### src/rtl/pcie_seq_pkg.sv
// Shared types and default timing constants for the PCIe POR/PERST# sequencer.
package pcie_seq_pkg;

    typedef enum logic [2:0] {
        ST_IDLE       = 3'd0,
        ST_POR_HOLD   = 3'd1,
        ST_PERST_HOLD = 3'd2,
        ST_WAIT_LINK  = 3'd3,
        ST_STABLE     = 3'd4,
        ST_RETRY      = 3'd5,
        ST_DONE       = 3'd6,
        ST_FAIL       = 3'd7
    } seq_state_e;

    localparam int DEF_POR_HOLD_CYCLES    = 500;
    localparam int DEF_PERST_DELAY_CYCLES = 100;
    localparam int DEF_LINKUP_TIMEOUT     = 60000;
    localparam int DEF_STABLE_CYCLES      = 256;
    localparam int DEF_MAX_RETRIES        = 3;
    localparam int DEF_CNT_W              = 16;

    localparam int RETRY_W = 2;

    // A state that must last N cycles loads N-1, because the cycle in which
    // the counter reads zero is itself the last cycle spent in that state.
    function automatic int cnt_load(input int cycles);
        return (cycles > 0) ? cycles - 1 : 0;
    endfunction

endpackage

### src/rtl/sync2_ff.sv
// Two-flop synchronizer for asynchronous status bits entering the sys_clk domain.
module sync2_ff #(
    parameter int WIDTH = 1
) (
    input  logic             clk,
    input  logic             rst_n,
    input  logic [WIDTH-1:0] d,
    output logic [WIDTH-1:0] q
);

    logic [WIDTH-1:0] meta;

    // First stage may go metastable; the second stage gives it a full cycle to settle.
    always_ff @(posedge clk or negedge rst_n) begin
        if (!rst_n) begin
            meta <= '0;
            q    <= '0;
        end else begin
            meta <= d;
            q    <= meta;
        end
    end

endmodule

### src/rtl/pcie_perst_sequencer.sv
// Board-level POR / PERST# sequencer: releases POR, then the RP reset and EP
// PERST#, watches link-up, retries training and reports done/fail.
module pcie_perst_sequencer
    import pcie_seq_pkg::*;
#(
    parameter int POR_HOLD_CYCLES    = DEF_POR_HOLD_CYCLES,
    parameter int PERST_DELAY_CYCLES = DEF_PERST_DELAY_CYCLES,
    parameter int LINKUP_TIMEOUT     = DEF_LINKUP_TIMEOUT,
    parameter int STABLE_CYCLES      = DEF_STABLE_CYCLES,
    parameter int MAX_RETRIES        = DEF_MAX_RETRIES,
    parameter int CNT_W              = DEF_CNT_W
) (
    input  logic               sys_clk,
    input  logic               sys_rst_n,
    input  logic               start,
    input  logic               user_lnk_up,
    output logic               por_n_o,
    output logic               rp_rst_n_o,
    output logic [1:0]         ep_perst_n_o,
    output logic               busy,
    output logic               done,
    output logic               fail,
    output logic               lnk_lost,
    output logic [RETRY_W-1:0] retry_cnt,
    output logic [2:0]         state_o
);

    localparam logic [CNT_W-1:0]   POR_LOAD    = CNT_W'(cnt_load(POR_HOLD_CYCLES));
    localparam logic [CNT_W-1:0]   PERST_LOAD  = CNT_W'(cnt_load(PERST_DELAY_CYCLES));
    localparam logic [CNT_W-1:0]   LINK_LOAD   = CNT_W'(cnt_load(LINKUP_TIMEOUT));
    localparam logic [CNT_W-1:0]   STABLE_LOAD = CNT_W'(cnt_load(STABLE_CYCLES));
    localparam logic [RETRY_W-1:0] RETRY_MAX   = RETRY_W'(MAX_RETRIES);

    seq_state_e         state;
    seq_state_e         state_nxt;
    logic [CNT_W-1:0]   cnt;
    logic [CNT_W-1:0]   cnt_nxt;
    logic [RETRY_W-1:0] retry_nxt;
    logic               lnk_lost_nxt;
    logic               lnk;
    logic               por_dec;
    logic               link_rst_dec;
    logic               busy_dec;

    sync2_ff #(
        .WIDTH (1)
    ) u_lnk_sync (
        .clk   (sys_clk),
        .rst_n (sys_rst_n),
        .d     (user_lnk_up),
        .q     (lnk)
    );

    // Next-state, counter reload and output decode for the sequencer FSM.
    always_comb begin
        state_nxt    = state;
        cnt_nxt      = (cnt == '0) ? '0 : cnt - 1'b1;
        retry_nxt    = retry_cnt;
        lnk_lost_nxt = lnk_lost;
        por_dec      = 1'b0;
        link_rst_dec = 1'b0;
        busy_dec     = 1'b0;

        unique case (state)
            ST_IDLE: begin
                if (start) begin
                    state_nxt = ST_POR_HOLD;
                    cnt_nxt   = POR_LOAD;
                    retry_nxt = '0;
                end
            end
            ST_POR_HOLD: begin
                busy_dec = 1'b1;
                if (cnt == '0) begin
                    state_nxt = ST_PERST_HOLD;
                    cnt_nxt   = PERST_LOAD;
                end
            end
            ST_PERST_HOLD: begin
                busy_dec = 1'b1;
                por_dec  = 1'b1;
                if (cnt == '0) begin
                    state_nxt = ST_WAIT_LINK;
                    cnt_nxt   = LINK_LOAD;
                end
            end
            ST_WAIT_LINK: begin
                busy_dec     = 1'b1;
                por_dec      = 1'b1;
                link_rst_dec = 1'b1;
                if (lnk) begin
                    state_nxt = ST_STABLE;
                    cnt_nxt   = STABLE_LOAD;
                end else if (cnt == '0) begin
                    state_nxt = ST_RETRY;
                    cnt_nxt   = '0;
                end
            end
            ST_STABLE: begin
                busy_dec     = 1'b1;
                por_dec      = 1'b1;
                link_rst_dec = 1'b1;
                if (!lnk) begin
                    state_nxt = ST_RETRY;
                    cnt_nxt   = '0;
                end else if (cnt == '0) begin
                    state_nxt = ST_DONE;
                    cnt_nxt   = '0;
                end
            end
            ST_RETRY: begin
                busy_dec     = 1'b1;
                por_dec      = 1'b1;
                link_rst_dec = 1'b1;
                if (retry_cnt == RETRY_MAX) begin
                    state_nxt = ST_FAIL;
                    cnt_nxt   = '0;
                end else begin
                    state_nxt = ST_PERST_HOLD;
                    cnt_nxt   = PERST_LOAD;
                    retry_nxt = retry_cnt + 1'b1;
                end
            end
            ST_DONE: begin
                por_dec      = 1'b1;
                link_rst_dec = 1'b1;
                if (start) begin
                    state_nxt    = ST_POR_HOLD;
                    cnt_nxt      = POR_LOAD;
                    retry_nxt    = '0;
                    lnk_lost_nxt = 1'b0;
                end else if (!lnk) begin
                    lnk_lost_nxt = 1'b1;
                end
            end
            ST_FAIL: begin
                if (start) begin
                    state_nxt    = ST_POR_HOLD;
                    cnt_nxt      = POR_LOAD;
                    retry_nxt    = '0;
                    lnk_lost_nxt = 1'b0;
                end
            end
        endcase
    end

    // State, shared counter and registered outputs; outputs follow the state by one cycle.
    always_ff @(posedge sys_clk or negedge sys_rst_n) begin
        if (!sys_rst_n) begin
            state        <= ST_IDLE;
            cnt          <= '0;
            por_n_o      <= 1'b0;
            rp_rst_n_o   <= 1'b0;
            ep_perst_n_o <= 2'b00;
            busy         <= 1'b0;
            done         <= 1'b0;
            fail         <= 1'b0;
            lnk_lost     <= 1'b0;
            retry_cnt    <= '0;
        end else begin
            state        <= state_nxt;
            cnt          <= cnt_nxt;
            por_n_o      <= por_dec;
            rp_rst_n_o   <= link_rst_dec;
            ep_perst_n_o <= {2{link_rst_dec}};
            busy         <= busy_dec;
            done         <= (state == ST_DONE);
            fail         <= (state == ST_FAIL);
            lnk_lost     <= lnk_lost_nxt;
            retry_cnt    <= retry_nxt;
        end
    end

    assign state_o = state;

endmodule

### config.mk
export PLATFORM = sky130hd
export DESIGN_NAME = pcie_perst_sequencer
export DESIGN_NICKNAME = d
export VERILOG_FILES = /design/src/rtl/pcie_seq_pkg.sv /design/src/rtl/sync2_ff.sv /design/src/rtl/pcie_perst_sequencer.sv
export SDC_FILE = /design/constraint.sdc
export NUM_CORES = 1
export LEC_CHECK = 0
export CAP_MARGIN = 20
export CORE_ASPECT_RATIO = 0.5
export CORE_MARGIN = 3
export CORE_UTILIZATION = 44
export CTS_CLUSTER_DIAMETER = 120
export DETAILED_ROUTE_END_ITERATION = 10
export PLACE_DENSITY = 0.67
export SYNTH_ARGS = -nofsm -noshare
export SYNTH_HDL_FRONTEND = slang
export SYNTH_SLANG_ARGS = --single-unit
### constraint.sdc
create_clock -name sys_clk -period 2.3 [get_ports sys_clk]
set_clock_uncertainty 0.1 [all_clocks]
set_input_delay 0.69 -clock sys_clk [delete_from_list [all_inputs] [get_ports sys_clk]]
set_output_delay 0.69 -clock sys_clk [all_outputs]
set_load 0.03 [all_outputs]
==> flow_summary.toml <==
[power_and_ir_drop]
leakage_uw = 0.000851
finalPower_uw = 2830
power_density_nw_per_um2 = 1480
ir_drop_mv = 0.848

[cts]
root_buffer = "clkbuf_8"
htreeDepth = 2
cts_setup_buffers = 0
clk_latency_ns = 0.28
cts.sinks = 29
path_clk_slew_ns = 0.07
cts_hold_buf = 0
cts_tree = "done"
clock_tree.buffer_depth = 2
cts_inserted_buffers = 5

[final_layout]
final_area_sq_um = 1920
area_growth_pct = 26.8
drive_gt1_share_pct = 14.1
fillers = 265
nets = 198
final_core_util_pct = 61.1
insertedDiodeCount = 0

[yosys]
synth_seq_cells = 29
synth_mux_area_share_pct = 0.746
avgSynthCellArea_sq_um = 9.44
synth_top_family_by_area = "simple AND/OR/NAND/NOR gates"
ys_types = 40
ys_seq_area_share_pct = 48.1
synth_compound_area_share_pct = 16.4
synth_xor_area_share_pct = 7.54
ys_warn_count = 0
synth_cells = 160
synth_area_leaders = "dfrtp_1 (48%), xnor2_1 (5.8%), nor2_1 (5.5%), o21ai_0 (3.6%), nand2_1 (3.5%)"
synth-simple-area-share_pct = 21.2
synth_largest_area_cell = "dfrtp_1"
synthAdderAreaFrac_pct = 2.49
syn_nets = 167
post-synth-top-area-fraction_pct = 48.1
synthesis.area_sq_um = 1510

[run]
cap_violations = 0

[sta]
worstMarginPinSlew_ns = 0.607
fmax_ghz = 0.454
hold_viol_final = 0
setup_viol = 0
rsz0062_at_grt = "false"
fin_crit_ns = 2.20
period_share_pct = 95.8
drv_slew = 0
tns_ns = 0
slew_headroom_pct = 59.1

[drt]
vias_per_cell = 5.53
drtIter0Drc = 68
drc = 0
dr.pass1.iters = 4
drt_wl_total_microns = 3430
dr_total_vias = 1282
drt-wirelength-per-cell_microns = 14.8
ant_nets = 0

[global_routing]
grt_start_max_net_pins = 30
grt_remaining_overflow = 0
grt_pass1_vias = 1205
track_usage_pct = 18.3
grt_pass1_wl_microns = 5600
antenna_found_initial = 0

[floorplan]
fp-row-count = 14
die_y_microns = 47.4
ioPinCount = 17
die_w_microns = 88.9
initial_core_util_pct = 48.2
core_region_area_sq_um = 3140
die_area_sq_um = 4210

[critical_path]
cp_num_buf_inv = 1
cp_top_family = "buffers and inverters"
critical_path_class = "flop to output port"
critPathRequiredTime_ns = 1.51
crit_path_start_kind = "flop"
worstPathArrival_ns = 1.41
endpoint_kind = "output port"
worst_path_max_delay_cell = "clkdlybuf4s50_1"
path_max_fanout = 6
worst_path_largest_cell_delay_ns = 0.70
path_cells = "clkdlybuf4s50_1"

[status]
status = "completed"

[placed_design]
io_buffers = 16
place_congestion = 0.786
dp_hpwl_microns = 2480
place_area_sq_um = 1800

[min_path]
min_path_type = "flop to flop"
## area by class of cell
class	count	area, sq um	share of cell area (%)
Clock buffer	7	86.3	4.51
Clock inverter	1	30.0	1.57
Sequential cell	29	726	37.9
Tap cell	40	50.0	2.61
Timing Repair Buffer	31	274	14.3
Multi-Input combinational cell	119	731	38.1
Inverter	5	18.8	0.980
## final timing paths
check,start,to,slack (ns),depth (start not counted)
max reg2reg,cnt[2],cnt[9],0.13,5
min in group asynchronous,sys_rst_n,cnt[15],0.68,2
min reg2reg,u_lnk_sync.meta,u_lnk_sync.q,0.25,0
min,u_lnk_sync.meta,u_lnk_sync.q,0.25,0
max in group asynchronous,sys_rst_n,done,1.14,2
max,state_o[2],state_o[2],0.1,1
## cells by family (layout without fill, tap and decap cells)
logic type / count (synthesis) / after routing
adders and majority gates: 3 / 3
buffers and inverters: 12 / 44
and+or+nand+nor: 64 / 64
muxes: 1 / 1
xor gates and xnor gates: 13 / 13
AOI/OAI and AO/OA: 38 / 38
DFF: 29 / 29
## metrics by stage
step / hold WS, ns / worst slack (ns) / instances
2_1_floorplan: 0.231 / 0.143 / 160
3_3_place_gp: 0.237 / -0.0142 / 224
3_5_place_dp: 0.241 / -0.110 / 224
4_1_cts: 0.255 / 0.0263 / 232
5_1_grt: 0.267 / 0.0218 / 232
6_report: 0.251 / 0.0970 / 232
## state kept, by name, summed over array words and instances, names as in the netlist
register         count
u_lnk_sync.meta      1
state_o              3
done                 1
por_n_o              1
busy                 1
ep_perst_n_o         1
lnk_lost             1
cnt                 16
retry_cnt            2
fail                 1
u_lnk_sync.q         1
## power by group
group,switching (uW),internal [uW],total [uW]
sequential,162,691,853
clock,197,353,549
combinational,806,618,1420
total,1160,1660,2830
## synthesized netlist by cell type, drive strengths merged
cell / instances
a211o: 2
a211oi: 3
a21o: 4
a21oi: 9
a221oi: 1
a22oi: 1
a311oi: 2
a32oi: 1
and2: 1
and4: 1
buf: 5
clkbuf: 2
dfrtp: 29
ha: 3
inv: 5
mux2: 1
nand2: 14
nand2b: 3
nand3: 3
nand4: 1
nand4b: 1
nor2: 22
nor3: 8
nor3b: 2
nor4: 2
nor4b: 1
nor4bb: 1
o211ai: 1
o21a: 1
o21ai: 11
o31ai: 1
o41ai: 1
or2: 1
or3: 1
or4: 2
xnor2: 10
xor2: 3
## layout by cell type (no fill, tap or decap), types with 2 or more instances in the layout
cell type,count
clkbuf_8,6
inv_1,5
buf_4,15
xnor2_1,10
a21oi_1,8
a211o_1,2
or4_4,2
nand3_1,3
a21o_1,4
o21ai_0,11
a311oi_1,2
clkdlybuf4s50_1,14
dfrtp_1,29
nor3b_1,2
nor3_1,8
ha_1,3
nor2_1,22
nor4_1,2
xor2_1,3
nand2b_1,3
a211oi_1,3
nand2_1,14
## what timing repair did
action / in CTS / in global routing
gates resized for setup: 1 / 1
endpoints found under the setup margin: 1 / 1
pin swaps: 0 / 0
hold endpoints to repair: 0 / 0
## routing by layer
layer	wire length, microns	share of wire [%]	up-vias	track usage, %
met5	0	0	-	0
met3	111	3.2	7	5.67
li1	-	-	628	-
met1	1700	50	631	24.1
met2	1550	45	16	28.9
met4	65	1.9	0	7.23
No activity file was read; power rests on OpenSTA's default activity.
==> RTL change, RTL diff (config.mk and constraints unchanged) <==
The output `busy` loses its register stage (`busy` becomes a continuous assignment).
--- a/src/rtl/pcie_perst_sequencer.sv
+++ b/src/rtl/pcie_perst_sequencer.sv
@@ -153,5 +153,4 @@
             rp_rst_n_o   <= 1'b0;
             ep_perst_n_o <= 2'b00;
-            busy         <= 1'b0;
             done         <= 1'b0;
             fail         <= 1'b0;
@@ -164,5 +163,4 @@
             rp_rst_n_o   <= link_rst_dec;
             ep_perst_n_o <= {2{link_rst_dec}};
-            busy         <= busy_dec;
             done         <= (state == ST_DONE);
             fail         <= (state == ST_FAIL);
@@ -172,4 +170,6 @@
     end
 
+    assign busy = busy_dec;
+
     assign state_o = state;
 
Behaviour: not the same (a bounded check fails within 4 cycles, from zero or initial values and one cycle with sys_rst_n low).
==> RTL change against the original RTL <==
- cell area up 17%
- worst hold slack gained 0.016 ns
- via count up 27%
- power is 8.1% lower
- setup slack worse by 0.028 ns
- area after synthesis increased by 13%
- first-iteration DRC count increased by 10%
- critical path type is now reg2reg
- wire length is 29% higher
- sequential cell count shrank 1
==> RTL change: results (changes against the original RTL) <==
| Metric | Value |
|---|---|
| Reg-to-reg setup timing slack | 0.07 ns (was 0.13 ns) |
| Fill cells | 300 (was 265) |
| Placed insts | 269 (was 224) |
| Reg clk slew, reported paths | 0.10 ns (was 0.07 ns) |
| RePlAce Congestion | 0.826 (was 0.786) |
| Compound-Gate Fraction of Synth Area | 18.6% (was 16.4%) |
| Wire length of the first global-routing pass | 7460 um (was 5600 um) |
| Crit Reg-Reg Startpoint | cnt[1] (was cnt[2]) |
| Synth cell types | 51 (was 40) |
| DP Wirelength | 3160 um (was 2480 um) |
| Status | complete, no violations (unchanged) |
| Via-to-Cell Ratio | 5.84 (was 5.53) |
| Overall Global Routing Usage | 20.3% (was 18.3%) |
| Area leader, netlist | dfrtp_1 (unchanged) |
| CP max stage delay | 0.48 ns (was 0.70 ns) |
| Vias | 1628 (was 1282) |
| Largest net degree at the start of global routing | 29 (was 30) |
| Proportion of synthesized area in mux cells | 0.585% (was 0.746%) |
| Normalized max-slew margin | 52.8% (was 59.1%) |
| Post-Synth Adder-Cell Area | 2.78% (was 2.49%) |
| Switching share of power | 42.4% (was 41.2%) |
| Share of cells above drive strength 1 | 25.4% (was 14.1%) |
| WP data arrival | 2.29 ns (was 1.41 ns) |
| VDD IR max | 0.668 mV (was 0.848 mV) |
| Dpl ws | -0.214 ns (was -0.110 ns) |
| Final net count | 236 (was 198) |
| Crit path max fanout | 4 (was 6) |
| Clock Path Buffers | 2 (unchanged) |
| Sequential share of the synthesized area | 40.9% (was 48.1%) |
| CTS Buf Count | 3 (was 5) |
| Synth cell count leaders | dfrtp_1, nand2_1, nor2_1 (was dfrtp_1, nor2_1, nand2_1) |
| Leakage | 0.975 nW (was 0.851 nW) |
| Reg2Reg Depth | 6 (was 5) |
| Worst path top cell family by delay | simple AND/OR/NAND/NOR gates (was buffers and inverters) |
| H-tree depth | 1 (was 2) |
| Crit path max-delay cell type | or4_4 (was clkdlybuf4s50_1) |
| Post-DR wirelength/cell | 15.8 um (was 14.8 um) |
| Clk root buf | clkbuf_8 (unchanged) |
| Syn_nets | 191 (was 167) |
| XOR/XNOR share of the synthesized area | 5.63% (was 7.54%) |
| Cell count after synthesis | 184 (was 160) |
| Iteration-0 DRC Markers | 75 (was 68) |
| Main area contributors after synthesis | dfrtp_1, xnor2_1, nor2b_1 (was dfrtp_1, xnor2_1, nor2_1) |
| Reg2Reg Capture Point | cnt[6] (was cnt[9]) |
==> RTL change: cell count changes in the layout (fill, tap and decap cells not counted), sizes merged, moves of 3 or more <==
cell	delta
o21ai	-4
nor2b	+9
or4	+4
nor4	+4
and3	+4
nand4	+3
nor2	-10
a21o	-4
buf	+25
clkbuf	-3
a22oi	+4
==> RTL change: cell type report <==
type | instances | area, sq um | share of cell area [%]
Timing Repair Buffer | 53 | 433 | 19.3
Clock buffer | 4 | 55.1 | 2.45
Multi-Input combinational cell | 138 | 972 | 43.3
Inverter | 5 | 18.8 | 0.837
Sequential cell | 28 | 701 | 31.2
Tap cell | 51 | 63.8 | 2.84
==> RTL change: what timing repair did <==
item,in CTS,in global routing
buffers inserted,3,3
gates resized for setup,6,3
hold buffers,0,0
pin swaps,4,3
endpoints found under the setup margin,10,8
==> RTL change: kinds of logic after synthesis <==
| kind of cell | count (synthesis) |
|---|---|
| and+or+nand+nor | 78 |
| AOI/OAI and AO/OA | 44 |
| DFF | 28 |
| buffers and inverters | 18 |
| xor gates and xnor gates | 11 |
| adders and majority gates | 4 |
| muxes | 1 |
==> RTL change: per-stage QoR <==
| step | util [%] | hold slack [ns] | area [sq um] |
|---|---|---|---|
| final | 62.6 | 0.267 | 2240 |
| after CTS | 61.7 | 0.273 | 2210 |
| after floorplan | - | 0.231 | 1720 |
| after global placement | 58.8 | 0.232 | 2110 |
| after global routing | 62.6 | 0.274 | 2240 |
| after detailed placement | 58.8 | 0.249 | 2110 |
==> RTL change: per-layer routing <==
| layer | global-route usage, % | routed length [um] |
|---|---|---|
| met5 | 0 | 0 |
| met4 | 6.00 | 60 |
| met3 | 5.03 | 230 |
| met2 | 32.2 | 1990 |
| met1 | 27.4 | 2130 |
==> RTL change: power groups by stage <==
stage          clock network (mW)  registers, mW  logic [mW]
2_1_floorplan                   0          0.850       0.777
3_3_place_gp                    0          0.759        1.36
3_5_place_dp                    0          0.766        1.38
4_1_cts                     0.324          0.760        1.48
5_1_grt                     0.341          0.787        1.65
6_report                    0.316          0.762        1.52
==> RTL change: worst max-delay path by stage <==
stage / startpoint / end / slack (ns) / cells past startpoint
global route: cnt[1] / cnt[1] / -0.02 / 6
floorplan: cnt[0] / cnt[0] / 0.02 / 6
finish: cnt[1] / cnt[6] / 0.07 / 6
global placement: start / cnt[15] / -0.19 / 4
detailed placement: start / cnt[15] / -0.21 / 4
CTS: state_o[0] / state_o[0] / 0.003 / 1
